## src/rtl/sorter_pkg.sv

```systemverilog
// Shared types and constants for the in-place bubble sorter.
// Latency: n/a (declarations only).
// Backpressure: n/a.
// Contents: DATA_W (memory word width) and state_e (controller FSM states).
package sorter_pkg;

  localparam int DATA_W = 32;

  typedef enum logic [2:0] {
    IDLE,
    RD_A,
    RD_B,
    CMP,
    WR_A,
    WR_B,
    NEXT,
    DONE
  } state_e;

endpackage

```

## src/rtl/sort_cmp_swap.sv

```systemverilog
// Compare-and-order unit: decides whether an adjacent pair must be swapped.
// Latency: combinational.
// Backpressure: none.
// Ports: a_i/b_i words at addresses j/j+1; swap_o=1 when a_i>b_i (unsigned,
//        equal pairs are left alone); lo_o/hi_o the pair in ascending order.
module sort_cmp_swap
  import sorter_pkg::*;
(
  input  logic [DATA_W-1:0] a_i,
  input  logic [DATA_W-1:0] b_i,
  output logic              swap_o,
  output logic [DATA_W-1:0] lo_o,
  output logic [DATA_W-1:0] hi_o
);

  assign swap_o = (a_i > b_i);
  assign lo_o   = swap_o ? b_i : a_i;
  assign hi_o   = swap_o ? a_i : b_i;

endmodule

```

## src/rtl/sort_ctrl.sv

```systemverilog
// Ascending unsigned in-place bubble sort over words 0..SIZE-1 of an external memory.
// Latency: 4 cycles per compare without swap, 6 with swap; SIZE-1 passes
//          (fewer when SORTER_EARLY_EXIT_EN is defined and a pass makes no swap).
// Backpressure: start is only sampled in IDLE; requests while busy are dropped.
// Ports: clk, rst_n (async active-low); start in; busy/done/swap_cnt status out;
//        mem_addr/mem_wdata/mem_we/mem_re/mem_en (active-low) memory master,
//        mem_rdata combinational read data.
module sort_ctrl
  import sorter_pkg::*;
#(
  parameter int SIZE   = 8,
  parameter int ADDR_W = $clog2(SIZE) + 1
) (
  input  logic              clk,
  input  logic              rst_n,
  input  logic              start,
  output logic              busy,
  output logic              done,
  output logic [15:0]       swap_cnt,
  output logic [ADDR_W-1:0] mem_addr,
  output logic [DATA_W-1:0] mem_wdata,
  output logic              mem_we,
  output logic              mem_re,
  output logic              mem_en,
  input  logic [DATA_W-1:0] mem_rdata
);

  // Last pass index; wraps for SIZE=1 but NEXT is never reached then.
  localparam logic [ADDR_W-1:0] LAST_I = ADDR_W'(SIZE - 2);

  state_e            state_q, state_d;
  logic [ADDR_W-1:0] i_q, i_d;
  logic [ADDR_W-1:0] j_q, j_d;
  logic [DATA_W-1:0] a_q, a_d;
  logic [DATA_W-1:0] b_q, b_d;
  logic [15:0]       swap_cnt_q, swap_cnt_d;
`ifdef SORTER_EARLY_EXIT_EN
  logic              flag_q, flag_d;
`endif

  logic              do_swap;
  logic [DATA_W-1:0] lo_w, hi_w;
  logic [ADDR_W-1:0] last_j;

  sort_cmp_swap u_cmp (
    .a_i    (a_q),
    .b_i    (b_q),
    .swap_o (do_swap),
    .lo_o   (lo_w),
    .hi_o   (hi_w)
  );

  // Each pass i compares j against j+1 for j = 0 .. SIZE-2-i.
  assign last_j = LAST_I - i_q;

  always_comb begin
    state_d    = state_q;
    i_d        = i_q;
    j_d        = j_q;
    a_d        = a_q;
    b_d        = b_q;
    swap_cnt_d = swap_cnt_q;
`ifdef SORTER_EARLY_EXIT_EN
    flag_d     = flag_q;
`endif
    mem_addr   = '0;
    mem_wdata  = '0;
    mem_we     = 1'b0;
    mem_re     = 1'b0;
    mem_en     = 1'b1;

    case (state_q)
      IDLE: begin
        if (start) begin
          i_d        = '0;
          j_d        = '0;
          swap_cnt_d = '0;
`ifdef SORTER_EARLY_EXIT_EN
          flag_d     = 1'b0;
`endif
          if (SIZE == 1) state_d = DONE;
          else           state_d = RD_A;
        end
      end
      RD_A: begin
        mem_addr = j_q;
        mem_re   = 1'b1;
        mem_en   = 1'b0;
        a_d      = mem_rdata;
        state_d  = RD_B;
      end
      RD_B: begin
        mem_addr = j_q + ADDR_W'(1);
        mem_re   = 1'b1;
        mem_en   = 1'b0;
        b_d      = mem_rdata;
        state_d  = CMP;
      end
      CMP: begin
        state_d = do_swap ? WR_A : NEXT;
      end
      // WR_A/WR_B are only entered on a swap, so lo=b and hi=a here.
      WR_A: begin
        mem_addr  = j_q;
        mem_wdata = lo_w;
        mem_we    = 1'b1;
        mem_en    = 1'b0;
        state_d   = WR_B;
      end
      WR_B: begin
        mem_addr  = j_q + ADDR_W'(1);
        mem_wdata = hi_w;
        mem_we    = 1'b1;
        mem_en    = 1'b0;
        if (swap_cnt_q != 16'hFFFF) swap_cnt_d = swap_cnt_q + 16'd1;
`ifdef SORTER_EARLY_EXIT_EN
        flag_d    = 1'b1;
`endif
        state_d   = NEXT;
      end
      NEXT: begin
        if (j_q < last_j) begin
          j_d     = j_q + ADDR_W'(1);
          state_d = RD_A;
        end
`ifdef SORTER_EARLY_EXIT_EN
        // A pass without any swap proves the array is already ordered.
        else if (!flag_q) begin
          state_d = DONE;
        end
`endif
        else if (i_q < LAST_I) begin
          i_d     = i_q + ADDR_W'(1);
          j_d     = '0;
`ifdef SORTER_EARLY_EXIT_EN
          flag_d  = 1'b0;
`endif
          state_d = RD_A;
        end else begin
          state_d = DONE;
        end
      end
      DONE: begin
        state_d = IDLE;
      end
      default: begin
        state_d = IDLE;
      end
    endcase
  end

  always_ff @(posedge clk or negedge rst_n) begin
    if (!rst_n) begin
      state_q    <= IDLE;
      i_q        <= '0;
      j_q        <= '0;
      a_q        <= '0;
      b_q        <= '0;
      swap_cnt_q <= '0;
`ifdef SORTER_EARLY_EXIT_EN
      flag_q     <= 1'b0;
`endif
    end else begin
      state_q    <= state_d;
      i_q        <= i_d;
      j_q        <= j_d;
      a_q        <= a_d;
      b_q        <= b_d;
      swap_cnt_q <= swap_cnt_d;
`ifdef SORTER_EARLY_EXIT_EN
      flag_q     <= flag_d;
`endif
    end
  end

  // Status is decoded straight from the state register so reset clears it at once.
  assign busy     = (state_q != IDLE);
  assign done     = (state_q == DONE);
  assign swap_cnt = swap_cnt_q;

endmodule
```

## config.mk

```make
export PLATFORM = sky130hd
export DESIGN_NAME = sort_ctrl
export DESIGN_NICKNAME = d
export VERILOG_FILES = /design/src/rtl/sorter_pkg.sv /design/src/rtl/sort_cmp_swap.sv /design/src/rtl/sort_ctrl.sv
export SDC_FILE = /design/constraint.sdc
export NUM_CORES = 1
export LEC_CHECK = 0
export CORE_MARGIN = 10
export CORE_UTILIZATION = 30
export DETAILED_ROUTE_END_ITERATION = 8
export PLACE_DENSITY_LB_ADDON = 0.1
export SYNTH_ARGS = -nofsm -noshare
export SYNTH_HDL_FRONTEND = slang
export SYNTH_SLANG_ARGS = --single-unit
```

## constraint.sdc

```tcl
create_clock -name clk -period 3.4 [get_ports clk]
set_clock_uncertainty 0.15 [all_clocks]
set_input_delay 1.02 -clock clk [delete_from_list [all_inputs] [get_ports clk]]
set_output_delay 1.02 -clock clk [all_outputs]
set_load 0.03 [all_outputs]
```

==> out/qor.yml, run 1 <==
setup_path:
  r2r_cells: 9
  cpPeakStageDelay_ns: 0.45
  critPathSlowestCell: "a311o_2"
  cp_max_fo: 26
  critical_path_class: "reg -> out"
  endpoint_kind: "output port"
  crit_top_cell: "buf_4"
  start_kind: "flop"
  cp_cell_sequence: "inv_1 > ha_1 > nand4_1 > buf_4 > nor2_1 > a21oi_1 > a311o_2 > buf_12 > a221o_1 > nand2_4 > buf_4"
  arrival_ns: 2.78
  required_ns: 2.23
sta:
  relSlewSlack_pct: 55.1
  setup_viol_count_final: 32
  final_hold_viol_count: 0
  fin_ws_ns: -0.552
  post-route-period-util_pct: 116
  fin_setup_tns_ns: -16.55
  clock.fmax_mhz: 253
  grt_setup_unrepaired: "yes"
  drv_slew: 0
  fin_crit_ns: 3.95
  worstMarginPinSlew_ns: 0.670
finish:
  multi_input_comb_area_mm2: 0.00396
  drive_gt1_share_pct: 28.7
  fillers: 2000
  area_growth_pct: 44.0
  n_antenna_cell: 0
  fin_util_pct: 44.3
  layout.nets: 984
  seq_area_mm2: 0.00228
floorplanning:
  die_area_mm2: 0.0271
  rows: 52
  coreArea_mm2: 0.0204
  ioPinCount: 92
  die_x_um: 165
  die_h_um: 165
  initial_utilization_pct: 30.8
synthesis:
  synthDominantCellAreaShare_pct: 36.3
  yosysSeqAreaShare_pct: 36.3
  synth.area.top_cells: "dfrtp_1 (36%), nand2_1 (8.9%), ha_1 (8.0%)"
  synth_edf_count: 0
  synth_fp_nets: 821
  synth_largest_area_cell: "dfrtp_1"
  synth_most_common_cell: "nand2_1"
  syn_avg_cell_area_um2: 8.40
  yosysUniqueCellTypes: 46
  syn_area_mm2: 0.00627
  yosys_register_bits: 91
  ys_warn_count: 0
  synth_cells: 746
  synth_flop_cell: "dfrtp_1"
  synth_common_cells: "nand2_1 (149), dfrtp_1 (91), nor2_1 (56), o21ai_0 (46), clkbuf_1 (43)"
  async_flop_share_pct: 100
global_routing:
  grtUsageMet2_pct: 26.0
  grt_pass1_wl_um: 33500
  grt_pass1_vias: 6298
  grt_max_degree: 72
  top_usage_layer: "met2"
  grtUsageMet1_pct: 19.7
  grt_overflow: 0
  antenna_found_initial: 0
  grtUsageMet3_pct: 3.21
  grt_usage_pct: 15.4
route:
  vias: 6058
  ant_nets: 0
  routedWlPerCell_um: 17.5
  viasPerCell: 5.12
  drtPass1Iterations: 5
  drt_iter0_drc: 267
  drc: 0
  routed_wirelength_um: 20700
min_path:
  min_path_cells: 1
  hold_class: "reg -> reg"
cts:
  cts_sinks: 91
  cts_tree: "done"
  cts_root_buffer: "clkbuf_16"
  ctsHoldBuffers: 0
  htree_levels: 3
  clk_latency_ns: 0.35
  cts.clk_slew.worst_paths_ns: 0.07
  cts_made_buffers: 9
  cts_max_path_buffers: 2
status:
  violations: "negative setup slack"
  run_status: "finished, violations left"
place:
  portBuffers: 91
  dp_worst_setup_slack_ns: -0.341
  gp_congestion: 0.802
  place_hpwl_um: 14000
pwr:
  p_leak_nw: 4.01
  combPwrFrac_pct: 67.6
  swShare_pct: 45.4
  power_mw: 9.26
  power_frac_seq_pct: 20.4
  p_switching_mw: 4.21
  ir_drop_mv: 0.462
  power_frac_clock_pct: 12.0
  intPower_mw: 5.06
  power.density_mw_per_mm2: 1030
run:
  maxCapViolCount: 0
[power groups by stage]
stage                     logic, mW  clock network, mW  registers (mW)
final                          6.26               1.11            1.89
after global routing           6.88               1.18            1.95
after CTS                      6.16               1.14            1.88
after detailed placement       5.51                  0            1.87
after global placement         5.45                  0            1.86
after floorplan                3.28                  0            1.84
[metal layers]
layer	share of wire, %	vias up
met1	46	2954
li1	-	2955
met4	0.64	0
met3	5.2	8
met5	0	-
met2	48	141
[per-stage QoR]
step                instances  hold WS (ns)  cell area [µm²]
global route             1184         0.455             9030
floorplan                 746         0.336             6430
CTS                      1181         0.420             8900
detailed placement       1145         0.404             8150
finish                   1184         0.412             9030
global placement         1145         0.387             8150
[kinds of logic (layout without fill, tap and decap cells)]
group	count (synthesis)	count (layout)	synth area share, %
mux	34	34	6.11
xor+xnor	17	17	2.38
simple gates	303	303	21.9
buf+inv	99	267	6.41
fa+ha+maj	40	40	7.99
compound gates	162	162	18.9
flops	91	91	36.3
[repair_timing]
item,in CTS,in global routing
endpoints found under the setup margin,32,32
pin swaps,15,5
buffers inserted,18,3
gates resized for setup,43,24
cloned,2,0
[layout make-up]
| cell class | instances | area share (%) |
|---|---|---|
| clock buffer | 9 | 2.50 |
| tap | 270 | 3.74 |
| timing repair buffer | 208 | 21.8 |
| multi-input combinational | 556 | 43.9 |
| inverter | 43 | 1.79 |
| clock inverter | 7 | 1.03 |
| sequential | 91 | 25.2 |
[sequential cells by signal, summed over array words and instances, names as in the netlist]
register,flops
a_q,32
b_q,32
i_q,4
j_q,4
state_q,3
swap_cnt,16
[critical path: cells and delay by family (launching register included)]
family | cells | cell delay [ns]
flip-flops | 1 | 0.34
buffers and inverters | 4 | 0.61
AO/OA/AOI/OAI | 3 | 0.88
AND/OR/NAND/NOR | 3 | 0.30
adder cells (fa/ha/maj) | 1 | 0.29
[cell usage in the layout (no fill, tap or decap), types with 30 or more instances in the layout]
cell type	synthesis	layout
clkdlybuf4s50_1	0	53
buf_4	0	113
o2111ai_1	32	30
a221o_1	32	32
nor2_1	56	54
nand2_1	149	121
nor2b_1	38	38
dfrtp_1	91	90
o21ai_0	46	46
inv_1	41	37
mux2_2	32	32
[path summary, 6_finish.rpt]
check / startpoint / end / slack [ns]
setup reg to reg: i_q[0] / j_q[3] / 0.71
hold / removal: i_q[3] / i_q[3] / 0.41
setup / recovery: b_q[8] / mem_wdata[5] / -0.55
hold reg to reg: i_q[3] / i_q[3] / 0.41
max in group asynchronous: rst_n / a_q[11] / 2.01
min in group asynchronous: rst_n / swap_cnt[8] / 0.43
(Power assumes the default switching activity.)
==> run 2, diff against run 1 <==
--- a/config.mk
+++ b/config.mk
@@ -8,7 +8,9 @@
 export CORE_MARGIN = 10
 export CORE_UTILIZATION = 30
 export DETAILED_ROUTE_END_ITERATION = 8
+export MAX_ROUTING_LAYER = met4
 export PLACE_DENSITY_LB_ADDON = 0.1
+export RECOVER_POWER = 100
 export SYNTH_ARGS = -nofsm -noshare
 export SYNTH_HDL_FRONTEND = slang
 export SYNTH_SLANG_ARGS = --single-unit
==> run 2 against run 1 <==
Net effect: the flow finishes with violations (max-capacitance violations, max-slew violations, negative setup slack); highest routed layer unchanged; critical endpoint unchanged; die area stayed put; critical path type unchanged; non-clock buffer count unchanged; via count up 0.28%.
==> out/qor.yml, run 2 (synthesis results as in run 1) <==
floorplanning:
  die_x_um: 165  # unchanged
  die_area_mm2: 0.0271  # unchanged
  initial_utilization_pct: 30.8  # unchanged
  die_h_um: 165  # unchanged
  coreArea_mm2: 0.0204  # unchanged
  rows: 52  # unchanged
  ioPinCount: 92  # unchanged
sta:
  clock.fmax_mhz: 253  # about the same
  drv_slew: 27  # +27
  fin_crit_ns: 3.95  # +0.00303 ns
  final_hold_viol_count: 0  # unchanged
  fin_setup_tns_ns: -16.96  # -0.414 ns
  setup_viol_count_final: 36  # +13%
  worstMarginPinSlew_ns: 1.58  # +0.906 ns
  fin_ws_ns: -0.555  # -0.00303 ns
  relSlewSlack_pct: -5.09  # -60 points
  grt_setup_unrepaired: "yes"
  post-route-period-util_pct: 116  # about the same
setup_path:
  arrival_ns: 2.78  # about the same
  endpoint_kind: "output port"
  r2r_cells: 5  # -4
  critical_path_class: "reg -> out"
  reg2reg_slack_ns: 0.50  # -0.21 ns
  required_ns: 2.23  # about the same
  start_kind: "flop"
  r2r_start: "state_q[0]"
  cp_max_fo: 26  # unchanged
  r2r_end: "a_q[23]"
  startpoint: "a_q[1]"
finish:
  fin_util_pct: 44.0  # -0.32 points
  layout_commonest_cell: "nand2_1"
  final_cells: 1184  # unchanged
  area_growth_pct: 43.0
  fillers: 2012  # +0.60%
  drive_gt1_share_pct: 27.9  # -0.77 points
  layout.nets: 984  # unchanged
  final_cell_mix: "nand2_1 (121), buf_4 (106), dfrtp_1 (90), nor2_1 (55), o21ai_0 (49)"
  fin_area_mm2: 0.00896  # -0.72%
  n_antenna_cell: 0  # unchanged
cts:
  cts_sinks: 91  # unchanged
  cts_root_buffer: "clkbuf_16"
  ctsHoldBuffers: 0  # unchanged
  htree_levels: 3  # unchanged
  clk_latency_ns: 0.35  # about the same
  cts_tree: "done"
  cts_max_path_buffers: 2  # unchanged
  cts_made_buffers: 9  # unchanged
  cts.clk_slew.worst_paths_ns: 0.06  # about the same
global_routing:
  grt_pass1_vias: 6302  # +0.064%
  grt_max_degree: 72  # unchanged
  grt_usage_pct: 15.8  # +0.42 points
  antenna_found_initial: 0  # unchanged
  grt_overflow: 0  # unchanged
  grt_pass1_wl_um: 33500  # about the same
run:
  maxCapViolCount: 1  # +1
route:
  drc: 0  # unchanged
  routedWlPerCell_um: 17.5  # -0.12%
  drtPass1Iterations: 4  # -1
  viasPerCell: 5.13  # +0.28%
  vias: 6075  # +0.28%
  routed_wirelength_um: 20700  # -0.12%
  ant_nets: 0  # unchanged
  drt_iter0_drc: 280  # +4.9%
place:
  dpl_cell_area_mm2: 0.00815  # unchanged
  gp_congestion: 0.814  # +1.4%
  dp_cells: 1145  # unchanged
  portBuffers: 91  # unchanged
  place_hpwl_um: 14000  # unchanged
min_path:
  min_path_cells: 1  # unchanged
  min_to: "i_q[3]"
  hold_path_startpoint: "i_q[3]"
  hold_class: "reg -> reg"
status:
  violations: "max-capacitance violations, max-slew violations, negative setup slack"
  run_status: "finished, violations left"
pwr:
  power.density_mw_per_mm2: 1030  # about the same
  ir_drop_mv: 0.436  # -5.6%
  p_leak_nw: 4.04  # +0.80%
-- run 2: metrics by stage --
step / power (mW) / setup WS, ns / hold WS (ns)
finish: 9.20 / -0.555 / 0.411
global route: 9.95 / -0.703 / 0.455
CTS: 9.19 / -0.601 / 0.420
detailed placement: 7.39 / -0.341 / 0.404
global placement: 7.31 / -0.332 / 0.387
floorplan: 5.12 / 0.00106 / 0.336
-- run 2: layer usage --
metal | routed length (µm) | GRT usage (%) | vias up
met3 | 936 | 2.69 | 12
met4 | 159 | 3.30 | 0
met5 | 0 | - | -
met1 | 9690 | 20.0 | 2969
li1 | - | - | 2958
met2 | 9910 | 26.1 | 136
-- run 2: final cells by class --
| cell class | instances | area, µm² | share of cell area (%) |
|---|---|---|---|
| Multi-Input combinational cell | 556 | 3940 | 44.0 |
| Sequential cell | 91 | 2280 | 25.4 |
| Timing Repair Buffer | 208 | 1920 | 21.5 |
| Tap cell | 270 | 338 | 3.77 |
| Clock buffer | 9 | 225 | 2.51 |
| Inverter | 43 | 161 | 1.80 |
| Clock inverter | 7 | 92.6 | 1.03 |
-- run 2: worst max-delay path by stage --
stage                         end  depth (start not counted)  slack, ns
global route         mem_wdata[5]                         10      -0.70
CTS                 mem_wdata[30]                         10      -0.60
global placement    mem_wdata[20]                          9      -0.33
detailed placement   mem_wdata[7]                          9      -0.34
finish               mem_wdata[5]                          9      -0.55
floorplan           mem_wdata[25]                          9      0.001
-- run 2: where the power goes --
part,total (mW),internal [mW],leakage [nW],switching (mW)
Clock,1.11,0.642,0.147,0.466
Combinational,6.20,2.83,2.76,3.37
Sequential,1.89,1.53,1.14,0.355
Total,9.20,5.01,4.04,4.19
-- run 2: what timing repair did --
| action | CTS | global route |
|---|---|---|
| cloned | 2 | 0 |
| gates resized for setup | 43 | 24 |
| pin swaps | 15 | 5 |
| buffers inserted | 18 | 3 |
| endpoints found under the setup margin | 32 | 32 |
-- run 2: critical path: stages (launching register included) --
cell      delay, ns
dfrtp_1        0.41
ha_4           0.27
nor2b_1        0.11
o211ai_1       0.09
a2111o_1       0.37
a311o_2        0.39
buf_12         0.19
a221o_1        0.36
nand2_4        0.06
buf_4          0.16
